File: src/rtl/mouse_pkg.sv
// Shared constants and helpers for the mouse quadrature encoder: bundle bit map,
// Gray-code lookup and the symmetric saturating adder used by each axis.
package mouse_pkg;

    localparam int ACC_W_DEF = 12;

    localparam int MB_Y1  = 0;
    localparam int MB_Y2  = 1;
    localparam int MB_X1  = 2;
    localparam int MB_X2  = 3;
    localparam int MB_BTN = 4;

    // Phase 0..3 to {A2,A1}; adjacent phases differ in exactly one bit.
    function automatic logic [1:0] gray2(input logic [1:0] p);
        case (p)
            2'd0:    gray2 = 2'b00;
            2'd1:    gray2 = 2'b01;
            2'd2:    gray2 = 2'b11;
            default: gray2 = 2'b10;
        endcase
    endfunction

    // Clamp a + b to the symmetric range +/-(2^(w-1)-1) so negation never overflows.
    function automatic int sat_add(input int a, input int b, input int w);
        int lim;
        int s;
        lim = (1 << (w - 1)) - 1;
        s   = a + b;
        if (s > lim)
            return lim;
        if (s < -lim)
            return -lim;
        return s;
    endfunction

endpackage

File: src/rtl/quad_axis.sv
// One quadrature axis: pending-motion accumulator, step-rate divider and
// registered Gray-coded phase output.
module quad_axis
    import mouse_pkg::*;
#(
    parameter int ACC_W    = ACC_W_DEF,
    parameter int STEP_DIV = 400
) (
    input  logic                    clk,
    input  logic                    reset,
    input  logic                    en,
    input  logic                    strobe,
    input  logic signed [ACC_W-1:0] delta,
    output logic [1:0]              quad,
    output logic                    nonzero
);

    localparam int CNT_W = (STEP_DIV > 1) ? $clog2(STEP_DIV) : 1;

    logic signed [ACC_W-1:0] acc_q, acc_d;
    logic [CNT_W-1:0]        cnt_q, cnt_d;
    logic [1:0]              phase_q, phase_d;
    logic [1:0]              quad_q, quad_d;
    logic                    nz_q, nz_d;
    logic                    step;
    int                      step_dir;

    always_comb begin
        cnt_d    = cnt_q;
        step     = 1'b0;
        step_dir = 0;
        // Divider idles at zero so the first step lands STEP_DIV enables after motion arrives.
        if (acc_q == '0) begin
            cnt_d = '0;
        end else if (en) begin
            if (cnt_q == CNT_W'(STEP_DIV - 1)) begin
                cnt_d = '0;
                step  = 1'b1;
            end else begin
                cnt_d = cnt_q + 1'b1;
            end
        end
        if (step)
            step_dir = acc_q[ACC_W-1] ? -1 : 1;

        // A strobe and a step in the same cycle are folded into one update.
        acc_d   = ACC_W'(sat_add(int'(acc_q), (strobe ? int'(delta) : 0) - step_dir, ACC_W));
        phase_d = phase_q + (step ? (acc_q[ACC_W-1] ? 2'b11 : 2'b01) : 2'b00);
        quad_d  = gray2(phase_d);
        nz_d    = (acc_d != '0);
    end

    always_ff @(posedge clk) begin
        if (reset) begin
            acc_q   <= '0;
            cnt_q   <= '0;
            phase_q <= '0;
            quad_q  <= '0;
            nz_q    <= 1'b0;
        end else begin
            acc_q   <= acc_d;
            cnt_q   <= cnt_d;
            phase_q <= phase_d;
            quad_q  <= quad_d;
            nz_q    <= nz_d;
        end
    end

    assign quad    = quad_q;
    assign nonzero = nz_q;

endmodule

File: src/rtl/mouse_quadrature.sv
// Mouse packet to quadrature bundle converter: captures X/Y deltas and button,
// replays motion as rate-limited Gray steps. Optional MOUSE_ACCEL_EN doubles large deltas.
module mouse_quadrature
    import mouse_pkg::*;
#(
    parameter int ACC_W    = ACC_W_DEF,
    parameter int STEP_DIV = 400,
    parameter int INVERT_Y = 1
) (
    input  logic              clk,
    input  logic              reset,
    input  logic              en,
    input  logic              mouse_strobe,
    input  logic signed [8:0] dx,
    input  logic signed [8:0] dy,
    input  logic              btn,
    output logic [4:0]        mouse,
    output logic              busy
);

    // ACC_W must be at least 10 so that -(-256) is representable.
    logic signed [ACC_W-1:0] dx_ext, dy_ext;
    logic signed [ACC_W-1:0] dx_acc, dy_acc;
    logic                    btn_q, btn_d;
    logic [1:0]              x_quad, y_quad;
    logic                    x_nz, y_nz;

`ifdef MOUSE_ACCEL_EN
    localparam logic signed [ACC_W-1:0] ACCEL_TH = ACC_W'(8);

    // Beyond +/-8 the slope doubles, offset so the curve is continuous at the knee.
    function automatic logic signed [ACC_W-1:0] accel(input logic signed [ACC_W-1:0] d);
        if (d > ACCEL_TH)
            accel = (d <<< 1) - ACCEL_TH;
        else if (d < -ACCEL_TH)
            accel = (d <<< 1) + ACCEL_TH;
        else
            accel = d;
    endfunction
`endif

    always_comb begin
        dx_ext = ACC_W'(dx);
        dy_ext = ACC_W'(dy);
        if (INVERT_Y != 0)
            dy_ext = -dy_ext;
`ifdef MOUSE_ACCEL_EN
        dx_acc = accel(dx_ext);
        dy_acc = accel(dy_ext);
`else
        dx_acc = dx_ext;
        dy_acc = dy_ext;
`endif
        btn_d = mouse_strobe ? btn : btn_q;
    end

    always_ff @(posedge clk) begin
        if (reset)
            btn_q <= 1'b0;
        else
            btn_q <= btn_d;
    end

    quad_axis #(.ACC_W(ACC_W), .STEP_DIV(STEP_DIV)) u_axis_x (
        .clk     (clk),
        .reset   (reset),
        .en      (en),
        .strobe  (mouse_strobe),
        .delta   (dx_acc),
        .quad    (x_quad),
        .nonzero (x_nz)
    );

    quad_axis #(.ACC_W(ACC_W), .STEP_DIV(STEP_DIV)) u_axis_y (
        .clk     (clk),
        .reset   (reset),
        .en      (en),
        .strobe  (mouse_strobe),
        .delta   (dy_acc),
        .quad    (y_quad),
        .nonzero (y_nz)
    );

    always_comb begin
        mouse         = '0;
        mouse[MB_Y1]  = y_quad[0];
        mouse[MB_Y2]  = y_quad[1];
        mouse[MB_X1]  = x_quad[0];
        mouse[MB_X2]  = x_quad[1];
        mouse[MB_BTN] = ~btn_q;
    end

    assign busy = x_nz | y_nz;

endmodule

File: config.mk
export PLATFORM = sky130hd
export DESIGN_NAME = mouse_quadrature
export DESIGN_NICKNAME = d
export VERILOG_FILES = /design/src/rtl/mouse_pkg.sv /design/src/rtl/quad_axis.sv /design/src/rtl/mouse_quadrature.sv
export SDC_FILE = /design/constraint.sdc
export NUM_CORES = 1
export LEC_CHECK = 0
export ABC_AREA = 1
export BUFFER_PORTS_ARGS = -buffer_cell sky130_fd_sc_hd__buf_2
export CORE_MARGIN = 5
export CORE_UTILIZATION = 45
export CTS_BUF_LIST = sky130_fd_sc_hd__clkbuf_8
export DETAILED_ROUTE_END_ITERATION = 7
export SYNTH_ARGS = -nofsm -noshare
export SYNTH_HDL_FRONTEND = slang
export SYNTH_SLANG_ARGS = --single-unit
File: constraint.sdc
create_clock -name clk -period 8.1 [get_ports clk]
set_clock_uncertainty 0.1 [all_clocks]
set_input_delay 0.405 -clock clk [delete_from_list [all_inputs] [get_ports clk]]
set_output_delay 0.405 -clock clk [all_outputs]
set_load 0.03 [all_outputs]
Yosys cells after proc, flatten, opt, wreduce, memory -nomap -nowiden
Index checks and enable logic that the tools add are counted.
{"block": "classes", "addsub": 9, "n_mux": 34, "n_reduce_logical": 8, "eq_ne": 6, "bitwise": 2, "n_lt_le_gt_ge": 4}
{"operator": "$mux 32", "n": 6}
{"operator": "$mux 12", "n": 6}
{"operator": "$add 12x32->32", "n": 2}
{"operator": "$gt 32x12->1 const B", "n": 2}
{"operator": "$lt 32x12->1 const B", "n": 2}
{"operator": "$sub 32x32->32", "n": 2}
{"operator": "$logic_not 12->1", "n": 2}
{"operator": "$reduce_bool 12->1", "n": 2}
{"operator": "$mux 11", "n": 2}
{"operator": "$add 9x1->9 const B", "n": 2}
{"operator": "$eq 9x9->1 const B", "n": 2}
{"operator": "$mux 9", "n": 2}
{"operator": "$mux 1", "n": 12}
{"operator": "$neg 9->12", "n": 1}
{"operator": "$pmux 2 s3", "n": 2}
{"operator": "$mux 2", "n": 4}
{"operator": "$add 2x2->2", "n": 2}
{"operator": "$eq 2x1->1 const B", "n": 2}
{"operator": "$eq 2x2->1 const B", "n": 2}
{"operator": "$logic_not 2->1", "n": 2}
{"operator": "$reduce_or 2->1", "n": 2}
{"operator": "$not 1->1", "n": 1}
{"operator": "$or 1x1->1", "n": 1}
{"block": "word_totals", "output_inout_bits": 6, "reg_bits": 53}

Logic depth before layout (Yosys ltp)
{"block": "depth", "word_depth": 13, "depth_mapped": 32, "mapped_depth_nobuf": 32}

Modules after synthesis
From an unflattened synthesis, not the netlist that was laid out.
{"block": "hier_totals", "cells_unflattened": 834, "area_unflattened_um2": 5460.2}
{"module": "quad_axis (u_axis_y)", "area_per_inst_um2": 2646.3, "n_inst": 1, "cells_each": 394}
{"module": "quad_axis (u_axis_x)", "area_per_inst_um2": 2553.7, "n_inst": 1, "cells_each": 391}
{"module": "mouse_quadrature", "area_per_inst_um2": 260.2, "n_inst": 1, "cells_each": 49}

Worst setup path after synthesis
OpenSTA, ideal clock, no wires.
{"block": "synth_path", "path_kind": "input-to-reg", "from": "input port en", "to": "register u_axis_y.nz_q (netlist: u_axis_y.nonzero)", "arrival_time_ns": 4.437, "setup_ns": 0.132, "required_time_ns": 7.868, "stages": 28, "path_slack_ns": 3.431, "n_path_buf": 1, "cell_sequence": "buf_4 inv_2 nor2_1 nand2_1 nor4_2 nand2_1 inv_1 nand2_1 inv_1 fa_1 inv_1 ha_1 nand2_1 nand2_1 inv_1 nand2_2 nand3_1 nand3_1 nand2_1 o21ai_0 fa_1 nor4_1 a21boi_0 nand2_1 a21oi_1 nand4_1 nor2_1 a21oi_1"}
{"block": "synth_via", "elab_chain_cells": 11, "elab_cells_between_ends": 15}
{"element": "start: declaration", "line_no": "mouse_quadrature.sv:12", "source": "input logic en,"}
{"element": "$mux 1 *", "line_no": "quad_axis.sv:35", "source": "end else if (en) begin"}
{"element": "$mux 1 *", "line_no": "quad_axis.sv:33", "source": "if (acc_q == '0) begin"}
{"element": "$mux 32 *", "line_no": "quad_axis.sv:43", "source": "if (step)"}
{"element": "$sub 32x32->32 *", "line_no": "quad_axis.sv:47", "source": "acc_d = ACC_W'(sat_add(int'(acc_q), (strobe ? int'(delta) : 0) - step_dir, ACC_W));"}
{"element": "$add 12x32->32 *", "line_no": "mouse_pkg.sv:28", "source": "s = a + b;"}
{"element": "$gt 32x12->1 or $lt 32x12->1 (tied branches)", "line_no": "mouse_pkg.sv:29, mouse_pkg.sv:31"}
{"element": "$mux 11 or $mux 1 (tied branches)", "line_no": "mouse_pkg.sv:29, mouse_pkg.sv:31"}
{"element": "$mux 12 or $mux 1 (tied branches)", "line_no": "mouse_pkg.sv:31", "source": "if (s < -lim)"}
{"element": "$mux 12", "line_no": "mouse_pkg.sv:33", "source": "return s;"}
{"element": "$mux 12 *", "line_no": "mouse_pkg.sv:31"}
{"element": "$reduce_bool 12->1 *", "line_no": "quad_axis.sv:50", "source": "nz_d = (acc_d != '0);"}
{"element": "end signal: assignment", "line_no": "quad_axis.sv:65", "source": "nz_q <= nz_d;"}
{"element": "end: declaration", "line_no": "quad_axis.sv:24", "source": "logic nz_q, nz_d;"}
Every way passes the cells marked *; elsewhere a longest branch is shown, timed or not. The select of a mux whose other input is x is not followed.
A chain may end at the register's enable or synchronous reset.

Worst setup path in the final report
{"block": "layout_path", "from": "register u_axis_x.cnt_q[0]", "to": "register u_axis_x.nz_q (netlist: u_axis_x.nonzero)"}
{"block": "layout_via", "elab_chain_cells": 13, "elab_cells_between_ends": 17}
{"element": "start: declaration", "line_no": "quad_axis.sv:21", "source": "logic [CNT_W-1:0] cnt_q, cnt_d;"}
{"element": "start signal: assignment", "line_no": "quad_axis.sv:62", "source": "cnt_q <= cnt_d;"}
{"element": "$eq 9x9->1 *", "line_no": "quad_axis.sv:36", "source": "if (cnt_q == CNT_W'(STEP_DIV - 1)) begin"}
{"element": "$mux 1 *", "line_no": "quad_axis.sv:36"}
{"element": "$mux 1 *", "line_no": "quad_axis.sv:35"}
{"element": "$mux 1 *", "line_no": "quad_axis.sv:33"}
{"element": "$mux 32 *", "line_no": "quad_axis.sv:43"}
{"element": "$sub 32x32->32 *", "line_no": "quad_axis.sv:47"}
{"element": "$add 12x32->32 *", "line_no": "mouse_pkg.sv:28"}
{"element": "$gt 32x12->1 or $lt 32x12->1 (tied branches)", "line_no": "mouse_pkg.sv:29, mouse_pkg.sv:31"}
{"element": "$mux 11 or $mux 1 (tied branches)", "line_no": "mouse_pkg.sv:29, mouse_pkg.sv:31"}
{"element": "$mux 12 or $mux 1 (tied branches)", "line_no": "mouse_pkg.sv:31"}
{"element": "$mux 12", "line_no": "mouse_pkg.sv:33"}
{"element": "$mux 12 *", "line_no": "mouse_pkg.sv:31"}
{"element": "$reduce_bool 12->1 *", "line_no": "quad_axis.sv:50"}
{"element": "end signal: assignment", "line_no": "quad_axis.sv:65"}
{"element": "end: declaration", "line_no": "quad_axis.sv:24"}
Marks and branches as above.

==> results.ini <==
[power_and_ir_drop]
power.density_cell_area_mw_per_mm2=414
ir_worst_vdd_v=0.000209
leakagePower_nw=2.90

[synthesis]
post-synth-top-area-fraction_pct=20.5
synth_area_leader_cell=sky130_fd_sc_hd__dfxtp_1
postSynthRegisterBits=53
post_synth_main_area_contributors=sky130_fd_sc_hd__dfxtp_1 (21%), sky130_fd_sc_hd__nand2_1 (14%), sky130_fd_sc_hd__inv_1 (13%)
yosysSeqAreaShare_pct=20.5
syn_nets=883
yosys.cell_types.count=39
yosysWarnings=0
postSynthAreaPerCell_um2=6.53
syn-cell-area_mm2=0.00516
mapped_cells=791

[die]
fp.dieH_um=117
die_area_mm2=0.0137
initial_utilization_pct=45.6
core.rowCount=39
floorplan.die.width_um=117
top_level_ports=29
core_mm2=0.0113

[grt]
wire_length_of_the_first_global_routing_pass_um=19900
grt_pass1_vias=4555
grt_start_max_net_pins=36
antenna_violations_before_repair=0
grt_use_total_pct=18.0
grt.overflow.total=0

[setup_path]
timing.critical_path.slowest_stage_cell=sky130_fd_sc_hd__fa_1
cp-end-kind=flop
regToRegStartpoint=u_axis_x.cnt_q[0]$_SDFFE_PP0P_
critical-path-max-stage-delay_ns=0.52
rr_worst_depth=23
reg2reg_setup_slack_ns=2.46
timing.critical_path.arrival_ns=5.70
cp_data_required_time_ns=8.17
critical_path_peak_fanout=13
path_class=reg2reg
worstReg2RegEnd=u_axis_x.nonzero$_SDFF_PP0_
worstPathCellList=ha_1 > nand2_1 > nor4_1 > nand4_1 > nor2_1 > nand2_1 > inv_1 > fa_1 > inv_1 > ha_1 > a21oi_1 > nor2_1 > nor2_1 > nand2_2 > nand2_1 > nand3_1 > fa_1 > nor4_1 > nand2_1 > o21ai_2 > nand4_1 > nor2_1 > a21oi_1
critPathLaunchType=flop

[hold_path]
min_delay_worst_endpoint=btn_q$_SDFFE_PP0P_
min-delay-start=btn
hold_depth=3
type_of_the_tightest_min_delay_check=in2reg

[layout]
share_of_layout_cells_above_drive_strength_1_pct=9.42
multiInputGateArea_mm2=0.00334
flow.area_growth_from_synthesis_pct=6.83
mostFrequentLayoutCells=sky130_fd_sc_hd__nand2_1 (191), sky130_fd_sc_hd__inv_1 (182), sky130_fd_sc_hd__nor2_1 (70)
count_of_fill_cells_added_during_filler_insertion=1213
postLayoutCoreUtil_pct=48.7
final_area_mm2=0.00552
mostFrequentLayoutCell=sky130_fd_sc_hd__nand2_1
ff_latch_area_mm2=0.00106
finish.net_count=908
antenna_cells_inserted=0

[sta]
setup_violations=0
transition_time_at_the_pin_with_the_least_slew_margin_ns=0.630
fin_ws_ns=2.46
maxSlewHeadroom_pct=58.0
hold_violations=0
rsz0062_at_grt=false
period_needed_ns=5.64
achievable-frequency_mhz=177
timing.final.crit_share_pct=69.6
whs_ns=0.308
finalMaxSlewViolations=0
total_negative_setup_slacks_ns=0

[cts]
clock_net_sink_count=53
ctsHtreeMaxLevel=2
hold_bufs_inserted_after_cts=0
cts_tree=yes
number_of_buffers_on_the_longest_clock_path=2
clock_latency_on_the_worst_skew_pair_ns=0.31
cts_setup_buffers=0
root_buffer=sky130_fd_sc_hd__clkbuf_8
post_cts.resized_instances=0
cts_buffers=5
clk_transition_reported_paths_ns=0.10

[detailed_routing]
via_per_inst=4.93
drc=0
finalWirelength_um=11700
via_count=4736
wire_per_inst_um=12.2
first_iter_violations=252
antenna_left=0
number_of_iterations_in_the_first_detailed_routing_pass=6

[placed_design]
hpwl_detailed_um=10000
detailed_place.area_mm2=0.00542
placement.setup.worst_slack_ns=2.30
buffer_ports.inserted=28
placer_congestion=0.941

[status]
run_status=completed

[flow_run]
cap_viol_max_count=0

==> worst max-delay path: cells and delay by family (launching register included) <==
family                     cells  cell delay [ns]
adders and majority gates      4             1.44
and+or+nand+nor               14             2.20
buffers and inverters          2             0.54
AOI/OAI and AO/OA              3             0.82
DFF                            1             0.37
==> power by group <==
part | switching (mW) | internal [mW] | total [mW]
sequential | 0.0389 | 0.320 | 0.359
clock | 0.0926 | 0.0630 | 0.156
combinational | 1.16 | 0.608 | 1.77
total | 1.29 | 0.991 | 2.29
==> through the flow <==
stage	power, mW	instances
final	2.29	960
after global routing	2.56	960
after CTS	2.29	960
after detailed placement	2.12	952
after global placement	2.09	952
after floorplan	1.77	791
==> layout make-up <==
| class | instances | share of cell area (%) |
|---|---|---|
| multi-input cells | 542 | 60.6 |
| flip-flops and latches | 53 | 19.2 |
| inverters | 186 | 12.7 |
| well taps | 143 | 3.24 |
| repair buffers | 28 | 2.54 |
| clock buffers | 5 | 1.25 |
| clock inverters | 3 | 0.476 |
==> sequential cells by signal (all words and copies together), names as in the netlist <==
register          count
u_axis_x.phase_q      2
btn_q                 1
u_axis_y.nonzero      1
u_axis_y.quad         2
u_axis_y.phase_q      2
u_axis_x.cnt_q        9
u_axis_x.quad         2
u_axis_y.acc_q       12
u_axis_x.acc_q       12
u_axis_x.nonzero      1
u_axis_y.cnt_q        9
==> Yosys cell counts (all sizes together) <==
cell type  instances
nand2            214
nor4              12
o31ai              1
fa                32
nor3b              5
and3               2
xor2               9
nand3             46
a21boi             2
and2               1
nand3b             4
dfxtp             53
a21oi             49
o21ai             10
or2                3
nand4             18
ha                37
a31oi              3
o21bai             1
o211ai             1
nor2              74
nor3              17
clkinv             1
clkbuf             5
xnor2              1
inv              185
buf                5
==> layer usage <==
layer | GRT usage, % | wire [µm] | vias to the layer above
li1 | - | - | 2484
met1 | 21.9 | 5230 | 2137
met2 | 33.0 | 5750 | 85
met3 | 1.08 | 290 | 30
met4 | 7.19 | 440 | 0
met5 | 0 | 0 | -
==> logic make-up (layout without fill, tap and decap cells) <==
family          count (synthesis)  count (layout)  share of synthesized area, %
compound gates                 67              67                          7.17
simple gates                  396             396                          34.5
xor+xnor                       10              10                          1.70
fa+ha+maj                      69              69                          21.4
flops                          53              53                          20.5
buf+inv                       196             222                          14.7
==> worst max-delay path by stage <==
stage,start,endpoint,slack [ns],cells past startpoint
2_1_floorplan,en,u_axis_y.nonzero$_SDFF_PP0_,3.43,28
3_3_place_gp,en,u_axis_x.nonzero$_SDFF_PP0_,2.33,23
3_5_place_dp,en,u_axis_x.nonzero$_SDFF_PP0_,2.30,23
4_1_cts,u_axis_x.cnt_q[0]$_SDFFE_PP0P_,u_axis_x.nonzero$_SDFF_PP0_,2.39,23
5_1_grt,u_axis_x.cnt_q[0]$_SDFFE_PP0P_,u_axis_x.nonzero$_SDFF_PP0_,1.86,23
6_report,u_axis_x.cnt_q[0]$_SDFFE_PP0P_,u_axis_x.nonzero$_SDFF_PP0_,2.46,23
Power figures use the tool's default switching activity.
